==> src/rtl/mom_bank_step_ctrl_if.sv <==
`default_nettype none
// ============================================================================
// Module   : mom_bank_step_ctrl_if
// Brief    : Target handshake and bank-drive bundle for mom_bank_step_ctrl.
//            The master drives target/freeze; the slave (the controller)
//            drives the unit enables and status flags.
// Revision : 1.0 - initial release
// ============================================================================
interface mom_bank_step_ctrl_if #(
  parameter int N_UNITS = 16,
  parameter int CW      = $clog2(N_UNITS + 1)
);
  logic               tgt_valid;
  logic               tgt_ready;
  logic [CW-1:0]      tgt_code;
  logic               freeze;
  logic [N_UNITS-1:0] en_therm;
  logic [CW-1:0]      cur_code;
  logic               busy;
  logic               done;
  logic               sat;

  modport master (
    output tgt_valid, tgt_code, freeze,
    input  tgt_ready, en_therm, cur_code, busy, done, sat
  );

  modport slave (
    input  tgt_valid, tgt_code, freeze,
    output tgt_ready, en_therm, cur_code, busy, done, sat
  );
endinterface
`default_nettype wire

==> src/rtl/mom_bank_step_ctrl.sv <==
`default_nettype none
// ============================================================================
// Module   : mom_bank_step_ctrl
// Brief    : Walks a thermometer-coded MOM1 capacitor bank one unit at a time
//            toward an accepted target, dwelling STEP_DLY cycles per step so
//            the rail never sees a large capacitance step.
// Revision : 1.0 - initial release
// ============================================================================
module mom_bank_step_ctrl #(
  parameter int N_UNITS  = 16,
  parameter int STEP_DLY = 4,
  parameter int CW       = $clog2(N_UNITS + 1)
) (
  input  wire logic         clk,
  input  wire logic         rst,
  mom_bank_step_ctrl_if.slave bus
);

  // Timer holds values 0..STEP_DLY-1; keep at least one bit.
  localparam int            TW    = (STEP_DLY > 1) ? $clog2(STEP_DLY) : 1;
  localparam logic [TW-1:0] TMAX  = TW'(STEP_DLY - 1);
  localparam logic [CW-1:0] MAXC  = CW'(N_UNITS);

  typedef enum logic [1:0] {
    IDLE   = 2'd0,
    STEP   = 2'd1,
    FINISH = 2'd2
  } state_t;

  state_t             state_q, state_d;
  logic [CW-1:0]      code_q, code_d;
  logic [CW-1:0]      tgt_q, tgt_d;
  logic [TW-1:0]      timer_q, timer_d;
  logic               busy_q, busy_d;
  logic               done_q, done_d;
  logic               sat_q, sat_d;
  logic [N_UNITS-1:0] en_q, en_d;

  logic               accept;
  logic               over;
  logic [CW-1:0]      clamp;

  // Targets above the bank size are clamped to a full bank.
  assign over   = (bus.tgt_code > MAXC);
  assign clamp  = over ? MAXC : bus.tgt_code;
  assign accept = bus.tgt_valid && bus.tgt_ready;

  assign bus.tgt_ready = (state_q == IDLE) && !bus.freeze;
  assign bus.en_therm  = en_q;
  assign bus.cur_code  = code_q;
  assign bus.busy      = busy_q;
  assign bus.done      = done_q;
  assign bus.sat       = sat_q;

  // Next-state and next-output logic for the stepping sequencer.
  always_comb begin
    state_d = state_q;
    code_d  = code_q;
    tgt_d   = tgt_q;
    timer_d = timer_q;
    busy_d  = busy_q;
    done_d  = 1'b0;
    sat_d   = sat_q;
    en_d    = '0;

    case (state_q)
      IDLE: begin
        if (accept) begin
          tgt_d = clamp;
          sat_d = sat_q | over;
          if (clamp == code_q) begin
            // Nothing to walk: report completion without raising busy.
            state_d = FINISH;
          end else begin
            // First step is applied on the accepting edge.
            state_d = STEP;
            code_d  = (clamp > code_q) ? code_q + CW'(1) : code_q - CW'(1);
            timer_d = TMAX;
            busy_d  = 1'b1;
          end
        end
      end
      STEP: begin
        if (!bus.freeze) begin
          if (timer_q != '0) begin
            timer_d = timer_q - TW'(1);
          end else if (code_q != tgt_q) begin
            code_d  = (tgt_q > code_q) ? code_q + CW'(1) : code_q - CW'(1);
            timer_d = TMAX;
          end else begin
            state_d = FINISH;
          end
        end
      end
      FINISH: begin
        state_d = IDLE;
        busy_d  = 1'b0;
        done_d  = 1'b1;
      end
      default: begin
        state_d = IDLE;
      end
    endcase

    // Thermometer decode of the next code: unit i on iff i < code.
    for (int i = 0; i < N_UNITS; i++) begin
      en_d[i] = (i < int'(code_d));
    end
  end

  // State and registered outputs; reset switches every unit off at once.
  always_ff @(posedge clk) begin
    if (rst) begin
      state_q <= IDLE;
      code_q  <= '0;
      tgt_q   <= '0;
      timer_q <= '0;
      busy_q  <= 1'b0;
      done_q  <= 1'b0;
      sat_q   <= 1'b0;
      en_q    <= '0;
    end else begin
      state_q <= state_d;
      code_q  <= code_d;
      tgt_q   <= tgt_d;
      timer_q <= timer_d;
      busy_q  <= busy_d;
      done_q  <= done_d;
      sat_q   <= sat_d;
      en_q    <= en_d;
    end
  end

endmodule
`default_nettype wire

==> src/flat_wrapper.sv <==
// flat-port wrapper written by rule: the top's interface ports become plain ports
module mom_bank_step_ctrl_flat 
#(
  parameter int N_UNITS  = 16,
  parameter int STEP_DLY = 4,
  parameter int CW       = $clog2(N_UNITS + 1)
)
  (clk, rst, bus_tgt_valid, bus_tgt_code, bus_freeze, bus_tgt_ready, bus_en_therm, bus_cur_code, bus_busy, bus_done, bus_sat);
  mom_bank_step_ctrl_if #(.N_UNITS(N_UNITS), .CW(CW)) bus_i ();
  input  wire logic clk;
  input  wire logic rst;
  input wire logic [$bits(bus_i.tgt_valid)-1:0] bus_tgt_valid;
  input wire logic [$bits(bus_i.tgt_code)-1:0] bus_tgt_code;
  input wire logic [$bits(bus_i.freeze)-1:0] bus_freeze;
  output wire logic [$bits(bus_i.tgt_ready)-1:0] bus_tgt_ready;
  output wire logic [$bits(bus_i.en_therm)-1:0] bus_en_therm;
  output wire logic [$bits(bus_i.cur_code)-1:0] bus_cur_code;
  output wire logic [$bits(bus_i.busy)-1:0] bus_busy;
  output wire logic [$bits(bus_i.done)-1:0] bus_done;
  output wire logic [$bits(bus_i.sat)-1:0] bus_sat;
  assign bus_i.tgt_valid = bus_tgt_valid;
  assign bus_i.tgt_code = bus_tgt_code;
  assign bus_i.freeze = bus_freeze;
  assign bus_tgt_ready = bus_i.tgt_ready;
  assign bus_en_therm = bus_i.en_therm;
  assign bus_cur_code = bus_i.cur_code;
  assign bus_busy = bus_i.busy;
  assign bus_done = bus_i.done;
  assign bus_sat = bus_i.sat;
  mom_bank_step_ctrl #(.N_UNITS(N_UNITS), .STEP_DLY(STEP_DLY), .CW(CW)) u_core (.clk(clk), .rst(rst), .bus(bus_i));
endmodule
==> config.mk <==
export PLATFORM = sky130hd
export DESIGN_NAME = mom_bank_step_ctrl_flat
export DESIGN_NICKNAME = d
export VERILOG_FILES = /design/src/rtl/mom_bank_step_ctrl_if.sv /design/src/rtl/mom_bank_step_ctrl.sv /design/src/flat_wrapper.sv
export SDC_FILE = /design/constraint.sdc
export NUM_CORES = 1
export LEC_CHECK = 0
export BUFFER_PORTS_ARGS = -buffer_cell sky130_fd_sc_hd__buf_4
export CAP_MARGIN = 20
export CORE_UTILIZATION = 53
export CTS_CLUSTER_DIAMETER = 150
export DETAILED_ROUTE_END_ITERATION = 10
export HOLD_SLACK_MARGIN = 0.1
export PLACE_DENSITY = 0.84
export SLEW_MARGIN = 20
export SYNTH_ARGS = -nofsm -noshare
export SYNTH_HDL_FRONTEND = slang
export SYNTH_SLANG_ARGS = --single-unit
==> constraint.sdc <==
create_clock -name clk -period 7.47 [get_ports clk]
set_input_delay 0.747 -clock clk [delete_from_list [all_inputs] [get_ports clk]]
set_output_delay 0.747 -clock clk [all_outputs]
set_load 0.01 [all_outputs]
==> results.md, run 1 <==
- Status: complete, no violations
- Initial DRC count: 33
- Layout cells sized above 1: roughly a quarter
- Gate power share: about two fifths
- Yosys warning count: 0
- P_int: roughly 0.37 mW
- IR drop worst, VDD: around 0.14 mV
- Clk slew on worst S/H paths: ~0.11 ns
- Power Total: 0.581 mW
- # port buffers: 33
- Sequential power share: a little under two fifths
- Worst skew pair latency: 0.34 ns
- Cts bufs inserted: 5
- Critical Path Source Type: register
- Synth Register Bits: 32
- Vias per inst: 5.40
- Total negative slack: 0 ns
- Avg Inst Size Synth: approximately 9 um^2
- Sequential-to-total area share from yosys stat: a little under two fifths
- Num ports: 34
- Period utilization: around 39%
- Global routing's busiest layer: met2
- Area leader, netlist: dfxtp_1
- Psw: 0.207 mW
- Post-cts gate resize count: 0
- CP max FO: 8
- Grt ovf: 0
- DP Area: slightly below 0.002 mm^2
- Syn_nets: approximately 210
- Reg2Reg Capture Point: u_core.bus.en_therm[4]
- Global Route Usage Sum: between 20% and 30%
- Leakage: around 0.9 nW
- DRC viols: 0
- Synth async-reset ratio: 0%
- GR Util met2: a little under a third
- Clock share of power: 23.0%
- Worst R2R Path Depth: 10
- Core Region: roughly 0.0031 mm^2
- Post-CTS Setup Inserts: 0
- Met3 usage: ~5%
- Hold crit path type: register to register
- Design Area, Final: 0.00205 mm^2
- H-tree depth: 2
- Critical path class: register to register
- CTS tree: yes
- Die width: 59.0 um
- Arr. time, crit path: a little over 3 ns
- Vias in the first global route: 1187
- Rows: 20
- # fillers: between 200 and 300
- Chip height: approximately 60 um
- CP Capture Type: register
- Area of the multi-input gates: approximately 980 um^2
- Peak Freq: approximately 350 MHz
- Total of max-cap violations: 0
- Register Area: between 600 and 700 um^2
- Synth cell types: 44
- Crit path time final: roughly 2.9 ns
- Net Sw Frac: between 30 and 40%
- Power Density: 283 mW/mm^2
- Post-synth top cells: dfxtp_1 (32), nor2_1 (24), ha_1 (13), inv_1 (13)
- Max transition margin: around two thirds
- Clock sinks: 32
- Final wirelength: about 3.5 mm
- Syn-to-layout area delta: 18.9%
- Dominant cells by area after synthesis: dfxtp_1 (37%), ha_1 (9.4%), mux2i_1 (6.4%)
- Area fraction of the dominant cell type after synthesis: 37.2%
- GR Util met1: 27.8%
- Routability congestion estimate: 0.869
- Post-synth EDFFs: 0
- Slew of the pin with the lowest slew margin: roughly 0.53 ns
- Layout Skew: between 0.008 and 0.009 ns
- Top FF cell, synth: dfxtp_1
- Largest net degree at the start of global routing: 23
- Hold Vio Cnt, Final: 0
- WL per Instance: between 10 and 15 um
- RSZ-0062 raised after global routing: no
- Min-Delay Endpoint: u_core.bus.busy
- Final core occ: about two thirds
- Router iterations before antenna repair: 5
- CTS Hold Bufs: 0
- R2r setup slk: 4.59 ns
- Hpwl dp: between 2 and 3 mm
- Mapped Cells: roughly 190
- Inserted Diodes: 0
- Initial Utilization: 56.0%
- CTS max path bufs: 2
- Final setup violation count: 0
- Via count: around 1500
- Antenna-violating nets left: 0
- Hold Startpoint: u_core.bus.busy
- Die ar.: ~0.0035 mm^2
- Synthesized cell area: around 0.0017 mm^2
- FF-to-FF Start: u_core.bus.cur_code[1]
- Most frequent cell after synthesis: dfxtp_1
- Initial antenna violation count: 0
- Hold depth: 2
- First-pass GRT wire length: ~5.4 mm
- NumNets Final: roughly 250
- Hold Slack: 0.479 ns
- Root Driver: clkbuf_4
- Slew Limit Fails: 0
- CP required: slightly below 8 ns
worst max-delay path, stage by stage (launching register included):
cell	delay [ns]
dfxtp_1	0.49
inv_1	0.15
ha_1	0.33
nor2b_1	0.15
o31ai_2	0.30
nor2_1	0.09
nor4_1	0.35
o22ai_2	0.14
xnor2_1	0.20
or2_0	0.42
o21ai_0	0.15
metrics by stage:
step	setup WS, ns	cells
2_1_floorplan	4.68	192
3_3_place_gp	4.33	262
3_5_place_dp	4.25	262
4_1_cts	4.61	270
5_1_grt	4.39	270
6_report	4.59	270
cells by family (layout without fill, tap and decap cells):
logic type	count (synthesis)	after routing	synth area share, %
AOI/OAI and AO/OA	39	39	17.0
xor gates and xnor gates	4	4	2.03
adders and majority gates	13	13	9.43
buffers and inverters	20	54	6.10
DFF	32	32	37.2
muxes	11	11	6.39
and+or+nand+nor	73	73	21.9
cell usage in the layout, fill, tap and decap left out, types with 3 or more instances in the layout:
cell type  instances
a21oi_1           10
a31oi_1            3
and3_1             5
buf_4             33
clkbuf_4           5
dfxtp_1           32
ha_1              13
inv_1             13
mux2i_1           11
nand2_1           11
nand3_1            4
nor2_1            24
nor2b_1            8
nor3_1             5
o21a_1             3
o21ai_0            3
o22ai_1            3
o31ai_2            5
worst max path at each step:
stage | from | endpoint | depth (start not counted)
CTS | u_core.bus.cur_code[1] | u_core.bus.en_therm[4] | 10
detailed placement | bus_tgt_code[4] | u_core.bus.en_therm[4] | 11
global route | u_core.bus.cur_code[1] | u_core.bus.en_therm[4] | 10
floorplan | bus_tgt_code[1] | u_core.bus.en_therm[12] | 11
global placement | bus_tgt_code[4] | u_core.bus.en_therm[4] | 11
finish | u_core.bus.cur_code[1] | u_core.bus.en_therm[4] | 10
registers in the layout, indices dropped and copies added, names as in the netlist:
register / count
u_core.bus.sat: 1
u_core.bus.busy: 1
u_core.bus.en_therm: 16
u_core.bus.done: 1
u_core.tgt_q: 5
u_core.bus.cur_code: 4
u_core.state_q: 2
u_core.timer_q: 2
final cells by class:
class,instances,area share [%]
well taps,44,2.68
clock buffers,5,1.83
flip-flops and latches,32,31.2
inverters,13,2.38
repair buffers,33,12.1
multi-input cells,140,47.7
clock inverters,3,2.07
per-layer routing:
layer / up-vias / wire, um
met5: - / 0
met4: 0 / 51
met3: 8 / 165
met2: 33 / 1560
met1: 684 / 1680
li1: 733 / -
power by group through the flow:
stage | sequential, mW | combinational [mW] | clock [mW]
after floorplan | 0.227 | 0.153 | 0
after global placement | 0.219 | 0.225 | 0
after detailed placement | 0.219 | 0.229 | 0
after CTS | 0.215 | 0.231 | 0.135
after global routing | 0.218 | 0.256 | 0.141
final | 0.215 | 0.232 | 0.134
Power figures use the tool's default switching activity.
==> run 2: changes to the inputs <==
--- a/config.mk
+++ b/config.mk
@@ -5,13 +5,14 @@
 export SDC_FILE = /design/constraint.sdc
 export NUM_CORES = 1
 export LEC_CHECK = 0
+export ABC_AREA = 1
 export BUFFER_PORTS_ARGS = -buffer_cell sky130_fd_sc_hd__buf_4
 export CAP_MARGIN = 20
-export CORE_UTILIZATION = 53
+export CORE_UTILIZATION = 50
 export CTS_CLUSTER_DIAMETER = 150
 export DETAILED_ROUTE_END_ITERATION = 10
 export HOLD_SLACK_MARGIN = 0.1
-export PLACE_DENSITY = 0.84
+export PLACE_DENSITY = 0.83
 export SLEW_MARGIN = 20
 export SYNTH_ARGS = -nofsm -noshare
 export SYNTH_HDL_FRONTEND = slang
==> constraint.sdc (replaced) <==
create_clock -name clk -period 2.4 [get_ports clk]
set_input_delay 0.24 -clock clk [delete_from_list [all_inputs] [get_ports clk]]
set_output_delay 0.24 -clock clk [all_outputs]
set_load 0.01 [all_outputs]
==> run 2 against run 1 <==
Net effect:
- count of clock-buffer cells in the layout up 1
- clock power rose to 2.9 times the previous value
- utilization down 0.50 points
- sequential power rose to 3.4 times the previous value
- first-iteration DRC count rose to 3.3 times the previous value
- die area up 13%
- design area up 11%
- worst setup slack worse by 4.4 ns
- sequential share of layout area down 3.1 points
- critical path type is now input pin to register
- highest routed layer unchanged
==> results.md, run 2 <==
- NumNets Final: 324
- DRC viols: 0
- Final core occ: around 66%
- Buf/Inv on CP: 4
- CP Capture Type: register
- Post-synth EDFFs: 0
- Synth Register Bits: 32
- Vias per inst: roughly 5.0
- Leakage: approximately 1.3 nW
- Area fraction of the dominant cell type after synthesis: between 30 and 40%
- CTS tree: yes
- Most common cell on crit path: nand2_1
- CP max FO: 5
- IR drop worst, VDD: 0.614 mV
- Crit path time final: around 2.2 ns
- Grt ovf: 0
- # port buffers: 33
- Mux cell area share after synthesis: 0%
- Fin cells: between 300 and 400
- Num ports: 34
- Via count: around 1700
- Initial DRC count: 109
- Compound-Gate Fraction of Synth Area: under 10%
- Avg Inst Size Synth: approximately 7 um^2
- Die ar.: 0.00395 mm^2
- Dominant cells by area after synthesis: dfxtp_1 (35%), nand2_1 (12%), ha_1 (8.8%)
- Commonest non-fill, non-tap cell in the layout: nand2_1
- Die width: roughly 63 um
- Largest net degree at the start of global routing: 12
- # fillers: 309
- Total of max-cap violations: 0
- Post-CTS Setup Inserts: 0
- H-tree depth: 2
- Slew Limit Fails: 0
- Peak Freq: ~460 MHz
- Post-synth top cells: nand2_1 (60), inv_1 (37), dfxtp_1 (32)
- Slowest stage delay, CP: 0.34 ns
- CP required: ~2.6 ns
- Hold Slack: about 0.21 ns
- Routability congestion estimate: 0.930
- Arr. time, crit path: 2.36 ns
- Clock sinks: 32
- Yosys warning count: 0
- CP cell instances: buf_4, o41ai_2, buf_4, nand2_1, inv_1, ha_1, nand2_1, nor2_1, nand2_1, nand3_1, nand2_1, nand3_2, nand2_1, nand3_2, inv_1, nand2_1, nor2_1, nor2_1
- Most frequent cells in the layout: nand2_1 (60), buf_4 (41), inv_1 (37), dfxtp_1 (32), nor2_1 (29)
- Critical Path Source Type: input pin
- Sequential-to-total area share from yosys stat: about a third
- R2r setup slk: 0.26 ns
- Rows: 21
- Xor/xnor share of the synthesized area: roughly 1.9%
- Post-Synth Simple-Gate Area: 38.5%
- Period utilization: around nine tenths
- Power Density: 1090 mW/mm^2
- Hold Vio Cnt, Final: 0
- Vias in the first global route: 1614
- Layout Skew: around 0.010 ns
- Critical path class: input pin to register
- Power Total: between 2 and 2.5 mW
- WL per Instance: between 10 and 15 um
- RSZ-0062 raised after global routing: no
- Synth Area in Adders: 8.80%
- Crit path max-delay family: simple AND/OR/NAND/NOR gates
- Placed Cells: 341
- Root Driver: clkbuf_8
- Inserted Diodes: 0
- Top FF cell, synth: dfxtp_1
- Slew of the pin with the lowest slew margin: 0.437 ns
- Syn-to-layout area delta: 23.1%
- Hold crit path type: input pin to register
- Cts bufs inserted: 5
- Chip height: between 60 and 70 um
- Most frequent cell after synthesis: nand2_1
- Syn_nets: 280
- Synthesized cell area: between 0.0015 and 0.002 mm^2
- Max transition margin: ~71%
- Post-cts gate resize count: 0
- Global Route Usage Sum: 23.4%
- CP max-delay cell: o41ai_2
- Initial Utilization: between 50 and 60%
- First-pass GRT wire length: between 7 and 8 mm
- Router iterations before antenna repair: 4
- Hpwl dp: ~3.2 mm
- Initial antenna violation count: 0
- Area leader, netlist: dfxtp_1
- Mapped Cells: about 260
- CTS Hold Bufs: 0
- Clk slew on worst S/H paths: about 0.070 ns
- CTS max path bufs: 2
- Antenna-violating nets left: 0
- Final wirelength: 4.16 mm
- Final setup violation count: 0
- Core Region: between 0.003 and 0.004 mm^2
- Worst skew pair latency: ~0.29 ns
- Status: complete, no violations
- Synth cell types: 26
- Total negative slack: 0 ns
- Max reg flops: 16
- Largest family of logic cells by synthesized area: simple AND/OR/NAND/NOR gates
- Layout cells sized above 1: roughly a quarter
- Synth async-reset ratio: 0%
[run 2: cell count changes after synthesis, sizes merged, moves of 3 or more]
cell / previous run / this run
nor3: 6 / 1
a21o: 3 / 0
o22ai: 4 / 0
nand3: 4 / 34
o31ai: 5 / 0
inv: 13 / 43
nor2b: 8 / 0
mux2i: 11 / 0
nand2: 12 / 70
nor2: 25 / 32
o21a: 3 / 0
nand4: 0 / 4
and3: 5 / 0
[run 2: cell type report]
class | count | area (um^2) | share of cell area, %
Multi-Input combinational cell | 179 | 1020 | 45.0
Sequential cell | 32 | 641 | 28.1
Timing Repair Buffer | 41 | 308 | 13.5
Inverter | 43 | 169 | 7.42
Clock buffer | 6 | 72.6 | 3.19
Tap cell | 46 | 57.6 | 2.53
Clock inverter | 1 | 5.00 | 0.220
[run 2: cells by family (layout without fill, tap and decap cells)]
kind of cell / after synthesis / after routing
and+or+nand+nor: 142 / 142
xor gates and xnor gates: 4 / 4
DFF: 32 / 32
AOI/OAI and AO/OA: 20 / 20
adders and majority gates: 13 / 13
buffers and inverters: 47 / 91
[run 2: worst reg2reg max path, stage by stage, from the launching register on]
cell and delay (ns):
dfxtp_1 0.34, inv_1 0.10, ha_1 0.33, a21oi_1 0.30, and2_1 0.20, nand3_1 0.10
nand3_2 0.09, nand2_1 0.05, nor2_1 0.16, nand3_1 0.17, nor2_1 0.15, nor2_1 0.05
[run 2: final timing paths]
check,start,to,depth (start not counted)
hold reg to reg,u_core.bus.busy,u_core.bus.busy,2
setup / recovery,bus_tgt_code[0],u_core.bus.en_therm[12],18
hold / removal,rst,u_core.bus.cur_code[2],2
setup reg to reg,u_core.bus.en_therm[15],u_core.bus.en_therm[12],11
[run 2: through the flow]
step,instance area (um^2),setup slack (ns)
floorplan,1850,0.168
CTS,2270,0.239
finish,2280,0.212
global placement,2190,0.00898
global route,2280,0.0297
detailed placement,2190,-0.0222
[run 2: routing by layer]
layer / GRT usage (%) / wire [um] / part of all wire, % / vias to the layer above
met3: 5.84 / 199 / 4.8 / 6
met1: 31.9 / 2010 / 48 / 787
met4: 7.27 / 59 / 1.4 / 0
met5: 0 / 0 / 0 / -
li1: - / - / - / 901
met2: 36.0 / 1890 / 45 / 42
[run 2: report_power, final]
part	internal, mW	switching, mW	total (mW)
Combinational	0.526	0.848	1.37
Sequential	0.663	0.0623	0.725
Clock	0.197	0.192	0.389
Total	1.39	1.10	2.49
==> run 3: changes to the inputs <==
--- a/config.mk
+++ b/config.mk
@@ -12,7 +12,7 @@
 export CTS_CLUSTER_DIAMETER = 150
 export DETAILED_ROUTE_END_ITERATION = 10
 export HOLD_SLACK_MARGIN = 0.1
-export PLACE_DENSITY = 0.83
+export PLACE_DENSITY = 0.75
 export SLEW_MARGIN = 20
 export SYNTH_ARGS = -nofsm -noshare
 export SYNTH_HDL_FRONTEND = slang
==> constraint.sdc (replaced) <==
create_clock -name clk -period 2.4 [get_ports clk]
set_input_delay 0.36 -clock clk [delete_from_list [all_inputs] [get_ports clk]]
set_output_delay 0.36 -clock clk [all_outputs]
set_load 0.01 [all_outputs]
==> run 3 against run 2 <==
Net effect:
- largest cell class unchanged
- sequential power about the same
- die area unchanged
- critical endpoint is now u_core.bus.en_therm[4]
- register-to-register slack worse by 0.08 ns
- largest power group unchanged
- critical path depth is 1 lower
==> results.md, run 3 (same netlist as run 2, synthesis figures left out) <==
- Antenna-violating nets left: 0
- Die width: about 63 um
- Final wirelength: 4.30 mm
- Final core occ: between 60% and 70%
- Fin cells: 357
- Initial DRC count: 93
- Vias per inst: just under 5
- Layout cells sized above 1: between 20% and 30%
- Leakage: 1.31 nW
- Design Area, Final: roughly 0.0024 mm^2
- Rows: 21
- Clock sinks: 32
- DRC viols: 0
- CP Capture Type: register
- CP max FO: 6
- Syn-to-layout area delta: 28.5%
- WL per Instance: ~12 um
- CTS Hold Bufs: 0
- Most frequent cells in the layout: nand2_1 (58), buf_4 (49), inv_1 (37), dfxtp_1 (32), nor2_1 (27)
- Power Density: between 1000 and 1500 mW/mm^2
- IR drop worst, VDD: approximately 0.55 mV
- NumNets Final: 332
- Inserted Diodes: 0
- Total of max-cap violations: 0
- Hold crit path type: input pin to register
- Post-route setup slack: 0.164 ns
- Critical Path Source Type: input pin
- Routability congestion estimate: about 0.94
- CTS max path bufs: 2
- Power Total: approximately 2.5 mW
- Slew of the pin with the lowest slew margin: around 0.42 ns
- Max reg flops: 16
- Largest net degree at the start of global routing: 12
- Reg2Reg Capture Point: u_core.bus.en_therm[4]
- Num ports: 34
- Final setup violation count: 0
- Arr. time, crit path: 2.42 ns
- Core Region: around 0.0034 mm^2
- Initial Utilization: 53.7%
- Crit path time final: 2.24 ns
- Peak Freq: roughly 450 MHz
- Dpl ws: -0.173 ns
- Clk slew on worst S/H paths: roughly 0.06 ns
- Hold depth: 2
- FF-to-FF Start: u_core.bus.en_therm[15]
- Hpwl dp: between 3 and 4 mm
- Slew Limit Fails: 0
- CTS tree: yes
- R2r setup slk: around 0.18 ns
- Initial antenna violation count: 0
- Period utilization: roughly 93%
- # port buffers: 33
- Via count: between 1500 and 2000
- Vias in the first global route: between 1500 and 2000
- CP required: roughly 2.6 ns
- Critical path class: input pin to register
- Hold Startpoint: rst
- Hold Vio Cnt, Final: 0
- Max transition margin: slightly above 70%
- Worst R2R Path Depth: 14
- Worst skew pair latency: a little under 0.3 ns
- Layout Skew: 0.00366 ns
- Router iterations before antenna repair: 4
- Commonest non-fill, non-tap cell in the layout: nand2_1
- Placed Cells: between 300 and 400
- H-tree depth: 2
- Status: complete, no violations
- Grt ovf: 0
- Chip height: 62.8 um
- Die ar.: around 0.0039 mm^2
- Cts bufs inserted: 5
- Root Driver: clkbuf_8
- DP Area: 0.00224 mm^2
- Global Route Usage Sum: around 24%
- First-pass GRT wire length: around 7.3 mm
- Min-Delay Endpoint: u_core.tgt_q[3]
## run 3: cell types whose count changed in the layout (fill, tap and decap cells not counted), moves of 2 or more
cell     before  now
buf_4        41   49
nand2_1      60   58
nand2_2       5    7
nor2_1       29   27
## run 3: area by class of cell
| type | count | area (um^2) |
|---|---|---|
| fill | 304 | 1070 |
| multi-input combinational | 179 | 1050 |
| sequential | 32 | 641 |
| timing repair buffer | 49 | 368 |
| inverter | 43 | 169 |
| clock buffer | 8 | 90.1 |
| tap | 46 | 57.6 |
## run 3: worst max path at each step
stage	slack [ns]	from	to	cells after the start
6_report	0.16	bus_tgt_code[0]	u_core.bus.en_therm[4]	17
5_1_grt	-0.009	bus_tgt_code[0]	u_core.bus.en_therm[4]	17
4_1_cts	0.13	bus_tgt_code[0]	u_core.bus.en_therm[12]	18
3_5_place_dp	-0.17	bus_tgt_code[0]	u_core.bus.en_therm[12]	18
3_3_place_gp	-0.13	bus_tgt_code[0]	u_core.bus.en_therm[12]	18
2_1_floorplan	0.05	bus_tgt_code[0]	u_core.bus.en_therm[0]	16
## run 3: metrics by stage
stage               hold slack, ns  setup TNS, ns
CTS                          0.330              0
global placement             0.461          -1.00
finish                       0.333              0
detailed placement           0.461          -1.64
floorplan                    0.448              0
global route                 0.329        -0.0369
## run 3: power by group
part	internal, mW	leakage (nW)	total (mW)	switching (mW)
registers	0.663	0.262	0.725	0.0619
clock network	0.233	0.0455	0.417	0.183
logic	0.535	1.01	1.40	0.869
total	1.43	1.31	2.55	1.11
## run 3: routing by layer
layer | share of wire [%] | GRT usage (%) | wire [um] | up-vias
met4 | 1.3 | 9.30 | 55 | 0
met3 | 6.6 | 7.12 | 282 | 7
met2 | 46 | 39.4 | 1980 | 63
met1 | 46 | 29.8 | 1980 | 769
met5 | 0 | 0 | 0 | -
li1 | - | - | - | 916
## run 3: timing repair
action | in CTS | in global routing
gates resized for setup | 0 | 8
setup endpoints to repair | 0 | 13
setup buffers | 0 | 1
## run 3: worst max-delay path, cell delays in order
cell     delay (ns)
buf_4          0.12
o41ai_2        0.31
buf_4          0.17
nand2_1        0.06
inv_1          0.05
ha_1           0.23
nand2_1        0.07
nand2_1        0.05
nand2_1        0.11
and2_1         0.17
nand3_1        0.11
nand3_2        0.09
nand3_2        0.13
nand2_4        0.13
nand2_4        0.09
nor2_1         0.12
nor2_1         0.06
